`config.mk`:
```
export PLATFORM = sky130hd
export DESIGN_NAME = lc3_decode_rf
export DESIGN_NICKNAME = d
export VERILOG_FILES = /design/src/rtl/lc3_decode_rf.sv
export SDC_FILE = /design/constraint.sdc
export NUM_CORES = 1
export LEC_CHECK = 0
export BUFFER_PORTS_ARGS = -buffer_cell sky130_fd_sc_hd__buf_2
export CORE_MARGIN = 3
export CORE_UTILIZATION = 47
export CTS_CLUSTER_SIZE = 40
export DETAILED_ROUTE_END_ITERATION = 8
export PLACE_DENSITY = 0.91
export SETUP_SLACK_MARGIN = 0.02
export SLEW_MARGIN = 0
export SYNTH_ARGS = -nofsm -noshare
export SYNTH_HDL_FRONTEND = slang
export SYNTH_SLANG_ARGS = --single-unit
```
`constraint.sdc`:
```
create_clock -name clock -period 2.1 [get_ports clock]
set_clock_uncertainty 0.15 [all_clocks]
set_input_delay 0.105 -clock clock [delete_from_list [all_inputs] [get_ports clock]]
set_output_delay 0.105 -clock clock [all_outputs]
set_load 0.01 [all_outputs]
```
`src/rtl/lc3_decode_rf.sv`:
```
// ============================================================================
// Module   : lc3_decode_rf
// Purpose  : LC-3 decode stage. Accepts one instruction, reads up to two
//            source registers from a synchronous register file (1 or 2 read
//            ports, RF_LAT-cycle latency) and presents a registered decoded
//            bundle over a valid/ready handshake.
// Options  : DECODE_WB_BYPASS_EN adds a write-back bypass on the read paths.
// Revision : 1.0 - initial release
// ============================================================================
`default_nettype none

module lc3_decode_rf #(
    parameter int DATA_W   = 16,
    parameter int RD_PORTS = 2,
    parameter int RF_LAT   = 1
) (
    input  logic              clock,
    input  logic              reset,
    input  logic              in_valid,
    output logic              in_ready,
    input  logic [15:0]       in_instr,
    input  logic [DATA_W-1:0] in_npc,
    output logic [2:0]        rf_addr_a,
    input  logic [DATA_W-1:0] rf_data_a,
    output logic [2:0]        rf_addr_b,
    input  logic [DATA_W-1:0] rf_data_b,
`ifdef DECODE_WB_BYPASS_EN
    input  logic              wb_en,
    input  logic [2:0]        wb_addr,
    input  logic [DATA_W-1:0] wb_data,
`endif
    output logic              out_valid,
    input  logic              out_ready,
    output logic [3:0]        out_op,
    output logic [2:0]        out_dr,
    output logic [DATA_W-1:0] out_src1,
    output logic [DATA_W-1:0] out_src2,
    output logic [DATA_W-1:0] out_imm,
    output logic              out_use_imm,
    output logic [2:0]        out_nzp,
    output logic [DATA_W-1:0] out_npc,
    output logic              out_illegal
);

    localparam int CNT_W = (RF_LAT > 1) ? $clog2(RF_LAT) : 1;
    localparam logic [CNT_W-1:0] c_CNT_LAST = CNT_W'(RF_LAT - 1);

    typedef enum logic [1:0] {
        S_IDLE  = 2'd0,
        S_READ1 = 2'd1,
        S_READ2 = 2'd2,
        S_OUT   = 2'd3
    } state_t;

    state_t            r_state;
    logic [CNT_W-1:0]  r_cnt;
    logic              r_need2;
    logic [2:0]        r_a2;
    logic [2:0]        r_addr_a;
    logic [2:0]        r_addr_b;
    logic              r_valid;
    logic [3:0]        r_op;
    logic [2:0]        r_dr;
    logic [DATA_W-1:0] r_src1;
    logic [DATA_W-1:0] r_src2;
    logic [DATA_W-1:0] r_imm;
    logic              r_use_imm;
    logic [DATA_W-1:0] r_npc;
    logic              r_illegal;

    logic              w_need1;
    logic              w_need2;
    logic [2:0]        w_a1;
    logic [2:0]        w_a2;
    logic [DATA_W-1:0] w_imm;
    logic              w_use_imm;
    logic              w_illegal;
    logic [DATA_W-1:0] w_samp_a;
    logic [DATA_W-1:0] w_samp_b;

    // Decode source needs, register addresses and immediate from the raw word
    always_comb begin
        w_need1   = 1'b0;
        w_need2   = 1'b0;
        w_a1      = in_instr[8:6];
        w_a2      = in_instr[2:0];
        w_imm     = '0;
        w_use_imm = 1'b0;
        w_illegal = 1'b0;
        case (in_instr[15:12])
            4'b0001, 4'b0101: begin
                w_need1   = 1'b1;
                w_need2   = ~in_instr[5];
                w_use_imm = in_instr[5];
                w_imm     = {{(DATA_W-5){in_instr[4]}}, in_instr[4:0]};
            end
            4'b1001, 4'b1100: begin
                w_need1 = 1'b1;
            end
            4'b0110: begin
                w_need1 = 1'b1;
                w_imm   = {{(DATA_W-6){in_instr[5]}}, in_instr[5:0]};
            end
            4'b0011: begin
                w_need1 = 1'b1;
                w_a1    = in_instr[11:9];
                w_imm   = {{(DATA_W-9){in_instr[8]}}, in_instr[8:0]};
            end
            4'b0111: begin
                w_need1 = 1'b1;
                w_need2 = 1'b1;
                w_a2    = in_instr[11:9];
                w_imm   = {{(DATA_W-6){in_instr[5]}}, in_instr[5:0]};
            end
            4'b0000, 4'b0010, 4'b1110: begin
                w_imm = {{(DATA_W-9){in_instr[8]}}, in_instr[8:0]};
            end
            default: begin
                w_illegal = 1'b1;
            end
        endcase
    end

`ifdef DECODE_WB_BYPASS_EN
    // A write-back to the register being sampled wins over stale RF data
    assign w_samp_a = (wb_en && (wb_addr == r_addr_a)) ? wb_data : rf_data_a;
    assign w_samp_b = (wb_en && (wb_addr == r_addr_b)) ? wb_data : rf_data_b;
`else
    assign w_samp_a = rf_data_a;
    assign w_samp_b = rf_data_b;
`endif

    // Control FSM: accept, read operands with latency count, hold bundle
    always_ff @(posedge clock) begin
        if (reset) begin
            r_state   <= S_IDLE;
            r_cnt     <= '0;
            r_need2   <= 1'b0;
            r_a2      <= 3'd0;
            r_addr_a  <= 3'd0;
            r_addr_b  <= 3'd0;
            r_valid   <= 1'b0;
            r_op      <= 4'd0;
            r_dr      <= 3'd0;
            r_src1    <= '0;
            r_src2    <= '0;
            r_imm     <= '0;
            r_use_imm <= 1'b0;
            r_npc     <= '0;
            r_illegal <= 1'b0;
        end else begin
            case (r_state)
                S_IDLE: begin
                    if (in_valid) begin
                        r_op      <= in_instr[15:12];
                        r_dr      <= in_instr[11:9];
                        r_imm     <= w_imm;
                        r_use_imm <= w_use_imm;
                        r_illegal <= w_illegal;
                        r_npc     <= in_npc;
                        r_src1    <= '0;
                        r_src2    <= '0;
                        r_need2   <= w_need2;
                        r_a2      <= w_a2;
                        r_cnt     <= '0;
                        if (w_need1) begin
                            r_state  <= S_READ1;
                            r_addr_a <= w_a1;
                            if (RD_PORTS == 2 && w_need2)
                                r_addr_b <= w_a2;
                        end else begin
                            r_state <= S_OUT;
                            r_valid <= 1'b1;
                        end
                    end
                end
                S_READ1: begin
                    if (r_cnt != c_CNT_LAST) begin
                        r_cnt <= r_cnt + 1'b1;
                    end else begin
                        r_cnt  <= '0;
                        r_src1 <= w_samp_a;
                        if (RD_PORTS == 1 && r_need2) begin
                            // Single port: reuse port A for the second source
                            r_state  <= S_READ2;
                            r_addr_a <= r_a2;
                        end else begin
                            if (RD_PORTS == 2 && r_need2)
                                r_src2 <= w_samp_b;
                            r_addr_a <= 3'd0;
                            r_addr_b <= 3'd0;
                            r_state  <= S_OUT;
                            r_valid  <= 1'b1;
                        end
                    end
                end
                S_READ2: begin
                    if (r_cnt != c_CNT_LAST) begin
                        r_cnt <= r_cnt + 1'b1;
                    end else begin
                        r_cnt    <= '0;
                        r_src2   <= w_samp_a;
                        r_addr_a <= 3'd0;
                        r_state  <= S_OUT;
                        r_valid  <= 1'b1;
                    end
                end
                S_OUT: begin
                    if (out_ready) begin
                        r_valid <= 1'b0;
                        r_state <= S_IDLE;
                    end
                end
                default: r_state <= S_IDLE;
            endcase
        end
    end

    assign in_ready    = (r_state == S_IDLE) && !reset;
    assign rf_addr_a   = r_addr_a;
    assign rf_addr_b   = r_addr_b;
    assign out_valid   = r_valid;
    assign out_op      = r_op;
    assign out_dr      = r_dr;
    assign out_nzp     = r_dr;
    assign out_src1    = r_src1;
    assign out_src2    = r_src2;
    assign out_imm     = r_imm;
    assign out_use_imm = r_use_imm;
    assign out_npc     = r_npc;
    assign out_illegal = r_illegal;

endmodule

`default_nettype wire
```
==> results of run 1 <==
[cell families after synthesis]
| kind of cell | count (synthesis) |
|---|---|
| flops | 76 |
| compound gates | 114 |
| mux | 6 |
| simple gates | 146 |
| fa+ha+maj | 5 |
| buf+inv | 47 |
[worst register-to-register path, stage by stage (launching register included)]
cell	delay [ps]
dfxtp_1	350
inv_1	120
ha_2	260
and2_1	230
buf_6	260
o211ai_1	200
o31ai_1	260
[cell type report]
| cell class | instances | area, sq um |
|---|---|---|
| inverters | 6 | 22.5 |
| well taps | 96 | 120 |
| flip-flops and latches | 76 | 1520 |
| fillers | 509 | 2030 |
| repair buffers | 212 | 1350 |
| multi-input cells | 271 | 1620 |
| clock buffers | 10 | 138 |
| clock inverters | 6 | 71.3 |
[state kept, by name, indices dropped and copies added (netlist names), 2 cells and up]
| register | flops |
|---|---|
| out_op | 4 |
| rf_addr_b | 3 |
| out_dr | 3 |
| r_state | 2 |
| out_imm | 9 |
| out_src2 | 16 |
| out_npc | 16 |
| out_src1 | 16 |
| rf_addr_a | 3 |
[per-stage QoR]
step | util, % | cells | setup slack (ps)
2_1_floorplan | - | 394 | 272
3_3_place_gp | 59.3 | 609 | 117
3_5_place_dp | 59.3 | 609 | -68.0
4_1_cts | 70.0 | 677 | 37.2
5_1_grt | 70.5 | 677 | 17.8
6_report | 70.5 | 677 | 98.2
[path summary, 6_finish.rpt]
path,startpoint,end,slack (ps)
worst max register to register,r_state[0],out_imm[7],190
worst max-delay path,in_instr[15],rf_addr_a[2],100
worst min register to register,out_use_imm,out_use_imm,300
worst min-delay path,rf_data_b[11],out_src2[11],10
[metal layers]
layer / vias to the layer above / wire length [um] / global-route usage [%]
met4: 0 / 298 / 12.9
met2: 207 / 5540 / 47.9
met3: 27 / 970 / 6.08
li1: 1737 / - / -
met5: - / 0 / 0
met1: 1702 / 4160 / 29.5
[placed cells by master (no fill, tap or decap), drive strengths merged, types with 3 or more instances in the layout]
| cell type | n |
|---|---|
| nor2b | 4 |
| a22o | 16 |
| dfxtp | 76 |
| nand2b | 4 |
| buf | 160 |
| clkbuf | 10 |
| o31ai | 3 |
| dlygate4sd3 | 52 |
| a22oi | 21 |
| ha | 5 |
| inv | 8 |
| o2bb2ai | 6 |
| nor3 | 3 |
| nand2 | 72 |
| nand3 | 19 |
| o21ai | 3 |
| a21oi | 49 |
| nand3b | 5 |
| nor2 | 29 |
| mux2i | 6 |
[power by group]
group | total, mW | switching (mW) | internal, mW
Sequential | 1.67 | 0.0862 | 1.59
Combinational | 1.32 | 0.783 | 0.540
Clock | 1.17 | 0.580 | 0.592
[repair_timing]
action	CTS	global route
gates cloned	0	0
hold endpoints to repair	58	0
setup endpoints to repair	16	29
hold buffers	52	0
gates resized for setup	1	8
==> reports/metrics.cfg, run 1 <==
[yosys]
yosysSeqAreaShare_pct = 45.4
synth.most_common_cell = dfxtp_1
ys_seq_elements = 76
synth_simple_gate_area_share_pct = 19.6
synth_fp_nets = 467
syn_area_sq_um = 3350
synthMuxAreaShare_pct = 1.79
synth_top_area_cell = dfxtp_1
yosysWarnings = 0
synth_top_family_by_area = compound AO/OA/AOI/OAI gates
synth_top_area_share_pct = 45.4
synthCells = 394
synth_area_leaders = dfxtp_1 (45%), nand2_1 (7.9%), a21oi_1 (7.2%)
yosys_most_used_dff = dfxtp_1
synth_fa_ha_area_share_pct = 1.87
async_flop_share_pct = 0
synth_area_per_cell_sq_um = 8.51
synth_compound_area_share_pct = 23.9
yosys-top-cells-count = dfxtp_1 (76), nand2_1 (71), a21oi_1 (48)
ys_types = 48
synth-xor-area-share_pct = 0
synth-edff-count = 0

[setup_path]
cp-end-kind = flip-flop
startpoint_type = primary input
cp_common_cell = dlygate4sd3_1
crit_family = buffers and inverters
slowest_stage = dlygate4sd3_1
reg2reg_depth = 6
crit_fanout = 10
critPathArrivalTime_ps = 2090
crit_cells = 7
crit_buf_inv = 3
worstPathRequired_ps = 2190
cp_slowest_stage_delay_ps = 570
crit_type = primary input to flip-flop
path_cells = dlygate4sd3_1 -> buf_2 -> nand2b_2 -> nor2_4 -> mux2i_1 -> dlygate4sd3_1 -> o2bb2ai_1

[cts]
cts_root_buffer = clkbuf_8
cts_max_path_buffers = 2
cts_tree = done
clock_sinks = 76
htreeDepth = 3
post_cts.repair.setup_buffers = 0
cts_buffers = 9
insertion_delay_ps = 340
clk_pin_slew_ps = 80

[route]
final_antenna_net_count = 0
vias_per_cell = 5.43
drtIter0Drc = 158
drt-total-wl_um = 11000
wl_per_cell_um = 16.2
dr.pass1.iters = 5
drc = 0
vias = 3673

[hold_path]
hold_path.class = primary input to flip-flop
whs_path_depth = 4

[floorplanning]
core_area_sq_um = 6870
die_x_um = 90.5
start_util_pct = 48.8
rows = 30
dieHeight_um = 90.5
io_pins = 152
dieArea_sq_um = 8180

[final_layout]
area_growth_pct = 44.4
drive_gt1_share_pct = 32.9
nNetsFinal = 649
diodes = 0
finalInstanceArea_sq_um = 4840

[power]
leakage_nw = 2.20
pwr_density_cell_nw_per_um2 = 861
ir_drop_v = 0.000456
fin_total_pwr_mw = 4.17

[sta]
setup_viol = 0
finalHoldViolCount = 0
worst_slew_pin_slew_ps = 496
holdWs_ps = 13.9
max_freq_mhz = 500
rsz0062_at_grt = no
slew_violations = 0
fin_crit_sh_pct = 95.3
slew_headroom_pct = 66.9
period_minus_slack_ps = 2000
tns_ps = 0

[grt]
grt_first_pass_wirelength_um = 17800
grt_overflow = 0
grt_use_total_pct = 26.7
first_global_vias = 3694
grt_max_degree = 39
antenna_found_initial = 0

[job]
maxCapViolations = 0

[run_status]
outcome = finished, final reports clean

[placement]
dpl.hpwl_um = 6860
placed_area_sq_um = 4070
gp_congestion = 0.813
io_buffers = 151

Power figures use the tool's default switching activity.
==> run 2: changes to the inputs <==
REMOVE_ABC_BUFFERS = 1   (was unset)
==> run 2 against run 1 <==
Compared with the run above:
- clock power increased by 3%
- core utilization decreased by 0.55 points
- sequential cell count unchanged
- die area unchanged
- largest power group unchanged
- highest routed layer unchanged
- power increased by 0.51%
- routed wire length decreased by 5.4%
==> reports/metrics.cfg, run 2 (synthesis gave the netlist of run 1 again) <==
[sta]
slew_headroom_pct = 65.9  ; -0.97 points
rsz0062_at_grt = yes
finalHoldViolCount = 0  ; unchanged
fin_crit_sh_pct = 95.1  ; -0.26 points
period_minus_slack_ps = 2000  ; -5.50 ps
slew_violations = 0  ; unchanged
max_freq_mhz = 501  ; +0.28%
worst_slew_pin_slew_ps = 510  ; +14.6 ps
setup_viol = 0  ; unchanged

[route]
vias_per_cell = 5.31  ; -2.1%
dr.pass1.iters = 5  ; unchanged
drt-total-wl_um = 10400  ; -5.4%
vias = 3581  ; -2.5%
drtIter0Drc = 157  ; -0.63%
final_antenna_net_count = 0  ; unchanged
wl_per_cell_um = 15.4  ; -4.9%
drc = 0  ; unchanged

[final_layout]
diodes = 0  ; unchanged
final_common_cell = buf_2
utilization_pct = 69.9  ; -0.55 points
area_growth_pct = 43.3
finalInstanceArea_sq_um = 4800  ; -0.78%
layout_common_cells = buf_2 (151), dfxtp_1 (76), nand2_1 (71)
drive_gt1_share_pct = 32.4  ; -0.52 points
nNetsFinal = 648  ; -0.15%

[power]
p_clk_share_pct = 28.8  ; +0.7 points
leakage_nw = 2.22  ; +0.63%
seqPwrFrac_pct = 40.0  ; about the same
p_int_mw = 2.81  ; +3.5%
p_sw_mw = 1.37  ; -5.1%
combinationalPowerShare_pct = 31.2  ; -0.5 points
p_sw_share_pct = 32.8  ; -1.9 points
pwr_density_cell_nw_per_um2 = 872  ; +1.3%
ir_drop_v = 0.000455  ; -0.34%

[grt]
grt_use_total_pct = 25.5  ; -1.2 points
first_global_vias = 3595  ; -2.7%
antenna_found_initial = 0  ; unchanged
grt_first_pass_wirelength_um = 17100  ; -3.8%
grt_max_degree = 43  ; +10%
grt_overflow = 0  ; unchanged

[cts]
htreeDepth = 3  ; unchanged
cts_root_buffer = clkbuf_8
insertion_delay_ps = 330  ; about the same
cts_buffers = 9  ; unchanged
clk_pin_slew_ps = 70  ; about the same
cts_max_path_buffers = 2  ; unchanged
cts_tree = done
clock_sinks = 76  ; unchanged

[placement]
dpl.hpwl_um = 6690  ; -2.5%
placed_area_sq_um = 4080  ; +0.18%
gp_congestion = 0.826  ; +1.6%
io_buffers = 151  ; unchanged

[floorplanning]
dieArea_sq_um = 8180  ; unchanged
start_util_pct = 48.8  ; unchanged
core_area_sq_um = 6870  ; unchanged
die_x_um = 90.5  ; unchanged
io_pins = 152  ; unchanged
rows = 30  ; unchanged
dieHeight_um = 90.5  ; unchanged

[setup_path]
crit_type = flip-flop to flip-flop
cp-end-kind = flip-flop
critPathArrivalTime_ps = 2110  ; +20 ps
worstPathRequired_ps = 2220  ; +30 ps
crit_fanout = 16  ; +6
startpoint_type = flip-flop

[job]
maxCapViolations = 0  ; unchanged

[hold_path]
hold_path.class = primary input to flip-flop

[run_status]
outcome = finished, final reports clean

## run 2: through the flow
stage               power [mW]  setup slack (ps)  setup TNS, ps  cells  hold WS, ps
global placement          2.84               148              0    610          197
detailed placement        2.88              25.5              0    610          202
floorplan                 2.39             -50.4           -825    353         24.1
global route              4.41              16.0              0    674         40.7
CTS                       4.17               127              0    674         5.60
finish                    4.19               104              0    674         25.7
## run 2: layout make-up
cell class / count / area [sq um]
well taps: 96 / 120
clock inverters: 4 / 73.8
clock buffers: 10 / 138
fillers: 536 / 2060
multi-input cells: 271 / 1590
inverters: 6 / 22.5
flip-flops and latches: 76 / 1520
repair buffers: 211 / 1340
## run 2: power groups by stage
stage,clock [mW],combinational [mW],sequential (mW)
2_1_floorplan,0,0.626,1.76
3_3_place_gp,0,1.15,1.69
3_5_place_dp,0,1.18,1.70
4_1_cts,1.23,1.27,1.67
5_1_grt,1.30,1.43,1.69
6_report,1.21,1.31,1.67
## run 2: final timing paths
| path | from | to | slack (ps) | depth (start not counted) |
|---|---|---|---|---|
| setup / recovery | r_state[0] | out_src1[10] | 100 | 6 |
| hold / removal | rf_data_b[10] | out_src2[10] | 30 | 4 |
| setup reg to reg | r_state[0] | out_src1[10] | 100 | 6 |
| hold reg to reg | out_op[1] | out_op[1] | 310 | 2 |
## run 2: routing by layer
metal / wire, um / track usage, % / vias up
met2: 5330 / 45.1 / 168
met5: 0 / 0 / -
li1: - / - / 1734
met3: 809 / 6.25 / 12
met4: 147 / 11.2 / 0
met1: 4090 / 28.8 / 1667
## run 2: worst max-delay path, cell delays in order (launching register included)
cell and delay, ps:
dfxtp_1 390, inv_1 100, ha_1 290, and2_2 240, a21oi_4 420, a22oi_1 200, nor2_1 140
## run 2: repair_timing
item	4_1_cts	5_1_grt
endpoints found under the setup margin	2	27
gates resized for setup	2	3
setup buffers	0	0
endpoints found under the hold margin	57	0
hold buffers	50	0
==> run 3: changes to the inputs <==
CORE_UTILIZATION = 49   (was 47)
CTS_BUF_LIST = sky130_fd_sc_hd__clkbuf_4   (was unset)
PLACE_DENSITY = 0.94   (was 0.91)
==> run 3 against run 2 <==
Compared with the run above:
- global-route usage grew 4.2 points
- final cell count shrank 0.45%
- register-to-register slack gained 30 ps
- largest cell class unchanged
==> reports/metrics.cfg, run 3 (synthesis gave the netlist of run 1 again) <==
[route]
drtIter0Drc = 225  ; +43%
drc = 0  ; unchanged
wl_per_cell_um = 17.7  ; +15%
final_antenna_net_count = 0  ; unchanged
vias_per_cell = 5.73  ; +7.8%
dr.pass1.iters = 5  ; unchanged
vias = 3842  ; +7.3%
drt-total-wl_um = 11900  ; +14%

[final_layout]
utilization_pct = 75.4  ; +5.5 points
diodes = 0  ; unchanged
seqCellArea_sq_um = 1520  ; unchanged
multi_input_area_sq_um = 1610  ; +1.3%
nNetsFinal = 664  ; +2.5%
fill_cells = 414  ; -23%
final_common_cell = buf_2
finalInstanceArea_sq_um = 4900  ; +2.0%
drive_gt1_share_pct = 31.6  ; -0.70 points
area_growth_pct = 46.1
layout_common_cells = buf_2 (151), dfxtp_1 (76), nand2_1 (71)

[grt]
use_met2_pct = 50.7  ; +5.7 points
grt_use_total_pct = 29.7  ; +4.2 points
grt_first_pass_wirelength_um = 18000  ; +5.3%
grtUsageMet1_pct = 33.0  ; +4.2 points
grt_overflow = 0  ; unchanged
first_global_vias = 3675  ; +2.2%
grt_max_degree = 42  ; -2.3%
grt-busiest-layer = met2
gr-usage-met3_pct = 9.22  ; +3.0 points
antenna_found_initial = 0  ; unchanged

[placement]
io_buffers = 151  ; unchanged
dp_slack_ps = 12.6  ; -12.8 ps
dpl.hpwl_um = 6860  ; +2.5%
gp_congestion = 0.810  ; -1.9%
placed_area_sq_um = 4050  ; -0.77%

[sta]
slew_headroom_pct = 67.4  ; +1.5 points
rsz0062_at_grt = no
worst_slew_pin_slew_ps = 488  ; -22.5 ps
slew_violations = 0  ; unchanged
max_freq_mhz = 506  ; +1.0%
holdWs_ps = 74.8  ; +49.2 ps
tns_ps = 0  ; unchanged
finalHoldViolCount = 0  ; unchanged
fin_crit_sh_pct = 94.1  ; -0.96 points
period_minus_slack_ps = 1980  ; -20.1 ps
layout_setup_ws_ps = 124  ; +20.1 ps
setup_viol = 0  ; unchanged

[cts]
clock_sinks = 76  ; unchanged
htreeDepth = 3  ; unchanged
cts_buffers = 9  ; unchanged
cts_root_buffer = clkbuf_4
insertion_delay_ps = 400  ; +70 ps
clk_pin_slew_ps = 120  ; +50 ps
cts_tree = done
post_cts.repair.setup_buffers = 0  ; unchanged
cts_max_path_buffers = 2  ; unchanged

[setup_path]
startpoint_type = primary input
crit_fanout = 10  ; -6
worstPathRequired_ps = 2260  ; +40 ps
crit_type = primary input to flip-flop
cp-end-kind = flip-flop
slowest_stage = dlygate4sd3_1
critPathArrivalTime_ps = 2140  ; +30 ps
path_cells = dlygate4sd3_1 -> buf_2 -> nand2b_1 -> nor2_4 -> mux2i_1 -> dlygate4sd3_1 -> o2bb2ai_1
ff2ff_setup_slack_ps = 130  ; +30 ps
cp_common_cell = dlygate4sd3_1
cp_slowest_stage_delay_ps = 560  ; +140 ps

[power]
ir_drop_v = 0.000529  ; +16%
pwr_density_cell_nw_per_um2 = 818  ; -6.2%
leakage_nw = 2.26  ; +1.7%

[run_status]
outcome = finished, final reports clean

[floorplanning]
dieHeight_um = 88.7  ; -1.9%
dieArea_sq_um = 7870  ; -3.8%
die_x_um = 88.7  ; -1.9%
core_area_sq_um = 6490  ; -5.4%
rows = 29  ; -3.3%
io_pins = 152  ; unchanged
start_util_pct = 51.6  ; +2.8 points

[hold_path]
hold_path.class = primary input to flip-flop

[job]
maxCapViolations = 0  ; unchanged

[run 3: routing by layer]
layer	vias up	routed length, um	share of wire [%]
met5	-	0	0
met4	0	418	3.5
met3	40	1390	12
met2	283	5800	49
met1	1753	4280	36
li1	1766	-	-
[run 3: area by class of cell]
type	instances	area share, %
flip-flops and latches	76	31.1
well taps	77	1.97
clock buffers	9	1.38
inverters	6	0.460
clock inverters	5	1.61
multi-input cells	271	33.0
repair buffers	227	30.6
[run 3: report_power, final]
part / switching [mW] / internal, mW
registers: 0.0874 / 1.59
clock network: 0.492 / 0.469
logic: 0.813 / 0.558
total: 1.39 / 2.61
[run 3: metrics by stage]
| stage | cells | power [mW] |
|---|---|---|
| after floorplan | 353 | 2.39 |
| after global placement | 590 | 2.84 |
| after detailed placement | 590 | 2.90 |
| after CTS | 671 | 3.94 |
| after global routing | 671 | 4.21 |
| final | 671 | 4.01 |
[run 3: path summary, 6_finish.rpt]
check | to | startpoint | cells past startpoint
max | rf_addr_a[0] | in_instr[15] | 7
min | r_need2 | reset | 3
max reg2reg | out_src1[2] | r_state[0] | 6
min reg2reg | out_src2[4] | out_src2[4] | 2
[run 3: timing repair]
item                                    CTS  global route
pin swaps                                 0             0
endpoints found under the setup margin    5            35
resized for setup                         1             7
endpoints found under the hold margin    73             0
hold buffers                             67             0
[run 3: critical path, delay by kind of cell]
kind                   cells  cell delay, ps
muxes                      1             210
AOI/OAI and AO/OA          1              60
and+or+nand+nor            2             460
buffers and inverters      3            1310
